`src/rtl/id_ex_pipe_stage.sv`:
```
// ID->EX pipeline stage: valid/ready handshake with a 2-entry skid buffer,
// flush that zeroes control, and saturating stall/bubble counters.
// The head (main) register drives the outputs. The skid register catches one
// extra entry when execute stalls. Control is forced to zero on every bubble.
module id_ex_pipe_stage #(
  parameter int unsigned DATA_W          = 160,
  parameter int unsigned CTRL_W          = 16,
  parameter bit          FLUSH_ZERO_DATA = 1'b1,
  parameter int unsigned CNT_W           = 16
) (
  input  logic              clk_i,
  input  logic              rst_ni,
  input  logic              flush_i,
  input  logic              in_valid_i,
  output logic              in_ready_o,
  input  logic [DATA_W-1:0] in_data_i,
  input  logic [CTRL_W-1:0] in_ctrl_i,
  output logic              out_valid_o,
  input  logic              out_ready_i,
  output logic [DATA_W-1:0] out_data_o,
  output logic [CTRL_W-1:0] out_ctrl_o,
  output logic [CNT_W-1:0]  stall_cnt_o,
  output logic [CNT_W-1:0]  bubble_cnt_o
);

  typedef enum logic [1:0] {
    EMPTY = 2'd0,
    ONE   = 2'd1,
    FULL  = 2'd2
  } state_e;

  localparam logic [CNT_W-1:0] CNT_ONE = CNT_W'(1);
  localparam logic [CNT_W-1:0] CNT_MAX = '1;

  state_e            state, state_next;
  logic [DATA_W-1:0] main_data, skid_data;
  logic [CTRL_W-1:0] main_ctrl, skid_ctrl;
  logic              in_fire, out_fire;

  assign in_fire  = in_valid_i & in_ready_o;
  assign out_fire = out_valid_o & out_ready_i;

  // State register; reset wins over flush and any transfer.
  // NOTE: sequential state uses non-blocking (<=) so every register samples
  // pre-edge values, independent of block ordering.
  always_ff @(posedge clk_i) begin
    if (!rst_ni) state <= EMPTY;
    else         state <= state_next;
  end

  // Next-state logic: flush empties the stage, otherwise track occupancy.
  // NOTE: state_next gets a default before the case so no latch is inferred.
  always_comb begin
    state_next = state;
    if (flush_i) begin
      state_next = EMPTY;
    end else begin
      unique case (state)
        EMPTY:   if (in_fire) state_next = ONE;
        ONE: begin
          if (in_fire && !out_fire)      state_next = FULL;
          else if (!in_fire && out_fire) state_next = EMPTY;
        end
        FULL:    if (out_fire) state_next = ONE;
        default: state_next = EMPTY;
      endcase
    end
  end

  // Handshake outputs decoded purely from the state register.
  always_comb begin
    out_valid_o = (state != EMPTY);
    in_ready_o  = (state != FULL);
  end

  assign out_data_o = main_data;
  assign out_ctrl_o = main_ctrl;

  // Payload registers: capture, shift skid->main, and clear ctrl on bubbles.
  // NOTE: the payload registers are reset explicitly so out_ctrl_o is
  // provably zero from the first cycle; they are flops, not a RAM.
  always_ff @(posedge clk_i) begin
    if (!rst_ni) begin
      main_data <= '0;
      main_ctrl <= '0;
      skid_data <= '0;
      skid_ctrl <= '0;
    end else if (flush_i) begin
      main_ctrl <= '0;
      skid_ctrl <= '0;
      if (FLUSH_ZERO_DATA) begin
        main_data <= '0;
        skid_data <= '0;
      end
    end else begin
      unique case (state)
        EMPTY: begin
          if (in_fire) begin
            main_data <= in_data_i;
            main_ctrl <= in_ctrl_i;
          end
        end
        ONE: begin
          if (in_fire && out_fire) begin
            main_data <= in_data_i;
            main_ctrl <= in_ctrl_i;
          end else if (in_fire) begin
            skid_data <= in_data_i;
            skid_ctrl <= in_ctrl_i;
          end else if (out_fire) begin
            main_ctrl <= '0;
          end
        end
        FULL: begin
          if (out_fire) begin
            main_data <= skid_data;
            main_ctrl <= skid_ctrl;
            skid_ctrl <= '0;
          end
        end
        default: begin
          main_ctrl <= '0;
          skid_ctrl <= '0;
        end
      endcase
    end
  end

  // Saturating performance counters, cleared only by reset.
  always_ff @(posedge clk_i) begin
    if (!rst_ni) begin
      stall_cnt_o  <= '0;
      bubble_cnt_o <= '0;
    end else begin
      if (out_valid_o && !out_ready_i && (stall_cnt_o != CNT_MAX))
        stall_cnt_o <= stall_cnt_o + CNT_ONE;
      if (!out_valid_o && (bubble_cnt_o != CNT_MAX))
        bubble_cnt_o <= bubble_cnt_o + CNT_ONE;
    end
  end

endmodule

```
`config.mk`:
```
export PLATFORM = sky130hd
export DESIGN_NAME = id_ex_pipe_stage
export DESIGN_NICKNAME = d
export VERILOG_FILES = /design/src/rtl/id_ex_pipe_stage.sv
export SDC_FILE = /design/constraint.sdc
export NUM_CORES = 1
export LEC_CHECK = 0
export ABC_CLOCK_PERIOD_IN_PS = 2700
export BUFFER_PORTS_ARGS = -buffer_cell sky130_fd_sc_hd__buf_2
export CAP_MARGIN = 0
export CELL_PAD_IN_SITES_DETAIL_PLACEMENT = 0
export CELL_PAD_IN_SITES_GLOBAL_PLACEMENT = 1
export CORE_UTILIZATION = 35
export CTS_CLUSTER_DIAMETER = 40
export DETAILED_ROUTE_END_ITERATION = 8
export PLACE_DENSITY_LB_ADDON = 0.12
export SYNTH_ARGS = -nofsm -noshare
export SYNTH_HDL_FRONTEND = slang
export SYNTH_SLANG_ARGS = --single-unit
```
`constraint.sdc`:
```
create_clock -name clk_i -period 2.7 [get_ports clk_i]
set_input_delay 0.675 -clock clk_i [delete_from_list [all_inputs] [get_ports clk_i]]
set_output_delay 0.675 -clock clk_i [all_outputs]
set_load 0.02 [all_outputs]
```
### After elaboration in Yosys (flattened, before gate mapping)

Cells that the tools add are included.

* add/sub/neg operators: 2
* equal/unequal tests: 13
* mux-type cells: 17
* bitwise gates (word level): 5
* reductions and logical operators: 19

Operators by type and width (number)
* 160-bit two-way mux: 3
* 160-bit one-hot mux with 3 select lines: 1
* 16-bit two-way mux: 6
* 16-bit one-hot mux with 3 select lines: 2
* 16-bit by 1-bit adder with 16-bit output, second input constant: 2
* 16-bit inequality test, second input constant: 2
* 2-bit inequality test, second input constant: 6
* 4-bit AND reduction: 3
* 3-bit inequality test, second input constant: 3
* 2-bit two-way mux: 4
* 1-bit logical AND: 6
* 2-bit one-hot mux with 3 select lines: 1
* 3-bit AND reduction: 2
* 1-bit zero test: 4
* 1-bit NOT: 3
* 3-bit nonzero test: 1
* 1-bit bitwise AND: 2
* 2-bit by 1-bit equality test with 1-bit output, second input constant: 1
* 2-bit equality test, second input constant: 1
* 2-bit zero test: 1
* 2-bit nonzero test: 1
* 2-bit OR reduction: 1

* register bits after elaboration: 386
* output and inout bits: 210

### Logic depth before layout (Yosys ltp)

Gate-level depths: netlist (run 1).

* word-level depth: 7
* gate-level depth with buffers: 14

### Worst setup path after synthesis (run 1)

OpenSTA, ideal clock, no wires.

* kind: register to register
* start: reg state[0]
* end: reg skid_ctrl[5]
* library setup time: 128 ps
* data arrival time: 2606 ps
* path slack: -34 ps
* stages on the path, launching flop included: 15
* clock period less this slack: 2734 ps
* cells stage by stage: dfxtp_1 > buf_4 > nor2b_1 > buf_2 > clkinv_2 > clkbuf_1 > and2_1 > ha_1 > nor2b_1 > buf_2 > a21bo_2 > buf_2 > buf_4 > mux2i_1 > nor2_1

* cells in the longest elaborated chain, start to end: 5
* elaborated cells on any way between the ends: 14
* classes of those cells: eq/ne: 6; mux: 1; bitwise: 3; reduce/logical: 4

Ends and longest elaborated chain
* start: declaration: line 35 `state_e state, state_next;`
* start signal: assignment: line 48 `else state <= state_next;`
* 2-bit inequality test *: line 73 `in_ready_o = (state != FULL);`
* net in_ready_o: line 15 `output logic in_ready_o,`
* 1-bit bitwise AND *: line 40 `assign in_fire = in_valid_i & in_ready_o;`
* 1-bit logical AND: line 104 `if (in_fire && out_fire) begin`
* 2-bit inequality test (no line)
* 4-bit AND reduction (no line) *
* end signal: assignment: line 109 `skid_ctrl <= in_ctrl_i;`
* end: declaration: line 37 `logic [CTRL_W-1:0] main_ctrl, skid_ctrl;`

Mark *: on every way through the listed nets, which the timed path passes. The rest lies on a longest branch.
A chain may end at the register's enable or synchronous reset.

### Worst setup path in the final report (run 1)

* start: reg state[1]
* end: out in_ready_o

* cells in the longest elaborated chain, start to end: 1

Ends and longest elaborated chain (line)
* 2-bit inequality test: 73
* end: declaration: 15

Every way passes these cells.

==> reports/metrics.cfg, run 1 <==
[outcome]
status=finished clean

[yosys]
yosys.area_share.simple_pct=26.1
yosysUniqueCellTypes=50
yosys.area_share.xor_xnor_pct=0.0561
ys_seq_area_share_pct=49.5
synth_area_per_cell_sq_um=7.85
synth_warnings=0
synthFlopType=dfxtp_1
synthAdderAreaFrac_pct=0.321
synth_seq_cells=386
synth_compound_area_share_pct=17.6
netlist_area_sq_um=15600
async_reset_ff_share_pct=0
syn_nets=2172
muxShareOfSynthArea_pct=1.73
synth_top_family_by_area=simple AND/OR/NAND/NOR gates
synth_enable_flop_cells=0
synth_cells=1987

[critical_path]
cp_num_buf_inv=3
reg2reg_depth=9
crit_family=buffers and inverters
path_class=reg2out
cp.required_ns=2.03
r2r_setup_slack_ns=0.53
end_kind=primary output
r2r-end=out_data_o[102]
crit_cells=4
crit_fanout=24
arrival_ns=1.64
crit_chain=nor2b_4 -> inv_6 -> buf_4 -> buf_2
worst_path_largest_cell_delay_ns=0.34
slowest_stage=dfxtp_1
r2r-start=state[1]
startpoint_type=flop

[global_routing]
grt_antenna_before_repair=14
grt_max_degree=108
grt_first_pass_wirelength_mm=76.2
grt_pass1_vias=13800
track_usage_pct=21.2
grt_overflow=0

[cts]
cts_inserted_buffers=67
worst_skew_pair.late_latency_ns=0.58
cts_tree=yes
clk_path_buf_depth=3
clock_tree.root_cell=clkbuf_16
cts-hold-fix-buffers=0
postCtsSetupBuffers=0
path_clk_slew_ns=0.05
clkSinkCount=386
htreeDepth=3
ctsResizeCount=0

[floorplan]
io_pins=391
die_w_microns=213
dieArea_sq_um=45400
core_sq_um=44100
fp-row-count=77
initial_core_util_pct=35.4
fp.dieH_microns=213

[drt]
ant_nets=0
first_pass_iters=5
first_iter_violations=826
via_count=14900
wl_mm=49.2
drc=0
wl_per_cell_microns=16.5
viasPerCell=5.00

[place]
pre_cts_ws_ns=0.230
gp_congestion=0.753
port_buffers=390
post-dp-hpwl_mm=31.6

[worst_hold_path]
holdPathStages=3
holdPathEnd=skid_data[43]
hp-start=in_data_i[43]
hold_class=in2reg

[timing]
setup_viol=0
period_needed_ns=2.31
worst_slack_ns=0.389
rsz0062_at_grt=no
fmax_mhz=433
worst_pin_slew_ns=0.996
finalMaxSlewViolations=0
max-slew-margin-rel_pct=33.6
finClkSkew_ns=0.0132
period_share_pct=85.6
finalHoldViolCount=0
fin_tns_setup_ns=0

[layout]
fin_util_pct=46.6
syn_to_final_growth_pct=31.9
layout.nets=2515
drive_gt1_share_pct=23.8

[pwr]
ir_worst_vdd_v=0.000529
p_leak_nw=8.36
p_total_mw=15.7
powerDensity_nw_per_um2=764

[flow_run]
cap_violations=0

## synth_stat cells, types with 5 or more instances
library cell	number	area, sq um
nand4_1	9	56.3
nand2_1	678	2540
and2_1	30	188
and2_0	6	37.5
dfxtp_1	386	7730
or4_1	6	45.0
o311ai_0	5	43.8
nor2_1	181	679
a21oi_1	201	1010
clkbuf_1	114	428
inv_1	7	26.3
buf_2	46	230
o21ai_0	26	130
a311oi_1	160	1400
nand2b_1	13	81.3
mux2i_1	27	270
o31ai_1	7	52.6
or3_1	7	43.8
nor3b_1	16	120
nand3_1	9	45.0
## cell usage in the layout (no fill, tap or decap), types with 4 or more instances in the layout
cell,count
a21oi_1,201
a311oi_1,160
and2_0,6
and2_1,29
buf_12,20
buf_2,390
buf_4,30
bufinv_16,6
clkbuf_1,7
clkbuf_16,71
clkbuf_8,10
clkinv_2,7
clkinv_4,6
clkinvlp_4,9
dfxtp_1,386
diode_2,8
ha_1,4
inv_1,7
mux2i_1,27
nand2_1,677
nand2b_1,12
nand3_1,9
nand4_1,9
nor2_1,181
nor3b_1,16
nor4_1,4
o21ai_0,26
o311ai_0,5
o31ai_1,7
o41ai_1,4
or3_1,7
or4_1,6
## area by class of cell
type                            count  area (sq um)
Fill cell                        4502         23500
Sequential cell                   386          7730
Multi-Input combinational cell   1427          7190
Timing Repair Buffer              440          2580
Clock buffer                       88          1940
Tap cell                          592           741
Clock inverter                     30           353
Inverter                            8          35.0
Antenna cell                        8          20.0
## through the flow
step | instance area, sq um | instances | hold slack (ns)
floorplan | 15600 | 1987 | 0.437
CTS | 20600 | 2971 | 0.307
finish | 20600 | 2979 | 0.337
detailed placement | 18300 | 2853 | 0.447
global placement | 18300 | 2853 | 0.442
global route | 20600 | 2972 | 0.315
## cells by family (layout without fill, tap and decap cells)
group	Yosys count	in the layout
buffers and inverters	174	566
xor gates and xnor gates	1	1
DFF	386	386
adders and majority gates	4	4
muxes	27	27
other	0	8
and+or+nand+nor	985	985
AOI/OAI and AO/OA	410	410
## worst min-delay path: stages
cell and delay [ns]:
buf_2 0.10, nand2_1 0.05, a21oi_1 0.05
## per-layer routing
layer  vias to the layer above  share of wire [%]  GRT usage, %  routed length (microns)
met1                      6895                 44          27.0                    21600
met3                        91                7.9          7.55                     3880
met2                       392                 46          33.3                    22500
met4                        18                2.3          6.90                     1150
met5                         -               0.25             0                      122
li1                       7492                  -             -                        -
## worst max path at each step
stage,to,start,slack (ns)
after global placement,out_data_o[123],out_ready_i,0.30
after CTS,in_ready_o,state[0],0.35
after floorplan,skid_ctrl[5],state[0],0.04
after detailed placement,out_data_o[102],out_ready_i,0.23
final,in_ready_o,state[1],0.39
after global routing,in_ready_o,state[1],0.30
## registers in the layout, summed over array words and instances, names as in the netlist
register / count
bubble_cnt_o: 16
stall_cnt_o: 16
out_data_o: 160
skid_data: 160
skid_ctrl: 16
state: 2
out_ctrl_o: 16
## report_power, final
part | internal (mW) | switching, mW | leakage [nW] | total, mW
clock | 5.63 | 2.91 | 1.10 | 8.54
sequential | 5.86 | 0.0909 | 3.13 | 5.95
combinational | 0.446 | 0.795 | 4.13 | 1.24
total | 11.9 | 3.80 | 8.36 | 15.7
No activity file was read; power rests on OpenSTA's default activity.
==> run 2: changes to the inputs <==
--- a/config.mk
+++ b/config.mk
@@ -5,11 +5,13 @@
 export SDC_FILE = /design/constraint.sdc
 export NUM_CORES = 1
 export LEC_CHECK = 0
+export ABC_AREA = 0
 export ABC_CLOCK_PERIOD_IN_PS = 2700
 export BUFFER_PORTS_ARGS = -buffer_cell sky130_fd_sc_hd__buf_2
 export CAP_MARGIN = 0
 export CELL_PAD_IN_SITES_DETAIL_PLACEMENT = 0
 export CELL_PAD_IN_SITES_GLOBAL_PLACEMENT = 1
+export CORE_ASPECT_RATIO = 1.75
 export CORE_UTILIZATION = 35
 export CTS_CLUSTER_DIAMETER = 40
 export DETAILED_ROUTE_END_ITERATION = 8
@@ -17,3 +19,4 @@
 export SYNTH_ARGS = -nofsm -noshare
 export SYNTH_HDL_FRONTEND = slang
 export SYNTH_SLANG_ARGS = --single-unit
+export TNS_END_PERCENT = 10
==> run 2 against run 1 <==
Against the previous run:
- critical path depth stayed put
- worst hold slack better by 0.030 ns
- setup slack worse by 0.18 ns
- power is 15% lower
- final area is 3.5% lower
- highest routed layer unchanged
==> reports/metrics.cfg, run 2 (synthesis results as in run 1) <==
[outcome]
status=finished clean

[pwr]
powerDensity_nw_per_um2=672
p_leak_nw=8.05
p_int_mw=9.88
p_sw_mw=3.45
ir_worst_vdd_v=0.000479
p_clk_share_pct=46.0
p_total_mw=13.3
switching_share_pct=25.9
p_comb_share_pct=9.5
p_seq_share_pct=44.5

[cts]
cts_tree=yes
cts-hold-fix-buffers=0
clk_path_buf_depth=3
cts_inserted_buffers=45
worst_skew_pair.late_latency_ns=0.55
clkSinkCount=386
postCtsSetupBuffers=0
path_clk_slew_ns=0.06
htreeDepth=2
clock_tree.root_cell=clkbuf_16

[timing]
finalHoldViolCount=0
setup_viol=0
worst_pin_slew_ns=0.810
finClkSkew_ns=0.0243
fmax_mhz=402
rsz0062_at_grt=no
max-slew-margin-rel_pct=46.0
finalMaxSlewViolations=0
period_needed_ns=2.49
period_share_pct=92.1
holdWs_ns=0.368
fin_tns_setup_ns=0

[drt]
wl_per_cell_microns=17.5
wl_mm=51.2
drc=0
first_iter_violations=961
viasPerCell=5.14
first_pass_iters=5
via_count=15000
ant_nets=0

[critical_path]
startpoint=state[0]
end_kind=primary output
startpoint_type=flop
path_class=reg2out
cp.required_ns=2.03
crit_fanout=41
arrival_ns=1.81
r2r_setup_slack_ns=0.28
r2r-start=state[0]

[worst_hold_path]
hold_class=in2reg
hp-start=in_data_i[100]

[flow_run]
cap_violations=0

[place]
placed_area_sq_um=18300
post-dp-hpwl_mm=31.9
port_buffers=390
place_inst=2833
gp_congestion=0.777

[floorplan]
io_pins=391
core_sq_um=44200
fp.dieH_microns=281
dieArea_sq_um=45500
die_w_microns=162
initial_core_util_pct=35.3
fp-row-count=102

[layout]
layout.nets=2495
finalNonFillerCells=2920
syn_to_final_growth_pct=27.2
drive_gt1_share_pct=22.8
final_cell_mix=nand2_1, buf_2, dfxtp_1
finalInstanceArea_sq_um=19900
final_common_cell=nand2_1

[global_routing]
grt_pass1_vias=13800
track_usage_pct=21.3
grt_antenna_before_repair=8
grt_max_degree=116
grt_overflow=0
grt_first_pass_wirelength_mm=77.5

==> run 2: changes by cell type in the layout (fill, tap and decap cells not counted), moves of 3 or more <==
cell / change
clkbuf_16: -23
clkinvlp_4: -6
diode_2: -6
bufinv_16: -4
clkbuf_8: -4
buf_4: -3
inv_6: +3
==> run 2: worst max-delay path, stage by stage (launching register included) <==
cell	delay, ns
dfxtp_1	0.53
nor2b_4	0.11
inv_4	0.13
buf_16	0.28
buf_2	0.23
==> run 2: through the flow <==
stage | utilization, % | setup slack (ns)
floorplan | - | 0.0428
global placement | 41.4 | 0.294
detailed placement | 41.4 | 0.231
CTS | 44.9 | 0.0487
global route | 45.0 | 0.0525
finish | 45.0 | 0.213
==> run 2: path summary, 6_finish.rpt <==
kind / cells after the start / endpoint
worst max-delay path: 4 / in_ready_o
worst max register to register: 10 / out_data_o[93]
worst min-delay path: 3 / skid_data[100]
worst min register to register: 2 / skid_data[12]
==> run 2: power by group through the flow <==
stage | Combinational, mW | Sequential [mW] | Clock, mW
floorplan | 0.554 | 6.21 | 0
global placement | 1.26 | 6.06 | 0
detailed placement | 1.27 | 6.06 | 0
CTS | 1.28 | 5.93 | 6.32
global route | 1.39 | 5.95 | 6.53
finish | 1.26 | 5.93 | 6.14
==> run 2: routing by layer <==
metal	vias up	track usage, %	share of wire, %
met3	86	4.90	6.3
met1	7082	25.1	40
met4	12	8.61	3.5
met5	-	0	0.16
li1	7395	-	-
met2	428	37.2	50
==> run 2: repair_timing <==
item                       4_1_cts  5_1_grt
cloned                           1        1
resized for setup                1        0
setup endpoints to repair        1        1
==> run 2: cell type report <==
class                      instances  area (sq um)
multi-input combinational       1427          7190
tap                              572           716
sequential                       386          7730
fill                            4612         24300
antenna                            2          5.00
clock buffer                      58          1280
timing repair buffer             442          2680
inverter                           8          32.5
clock inverter                    25           226
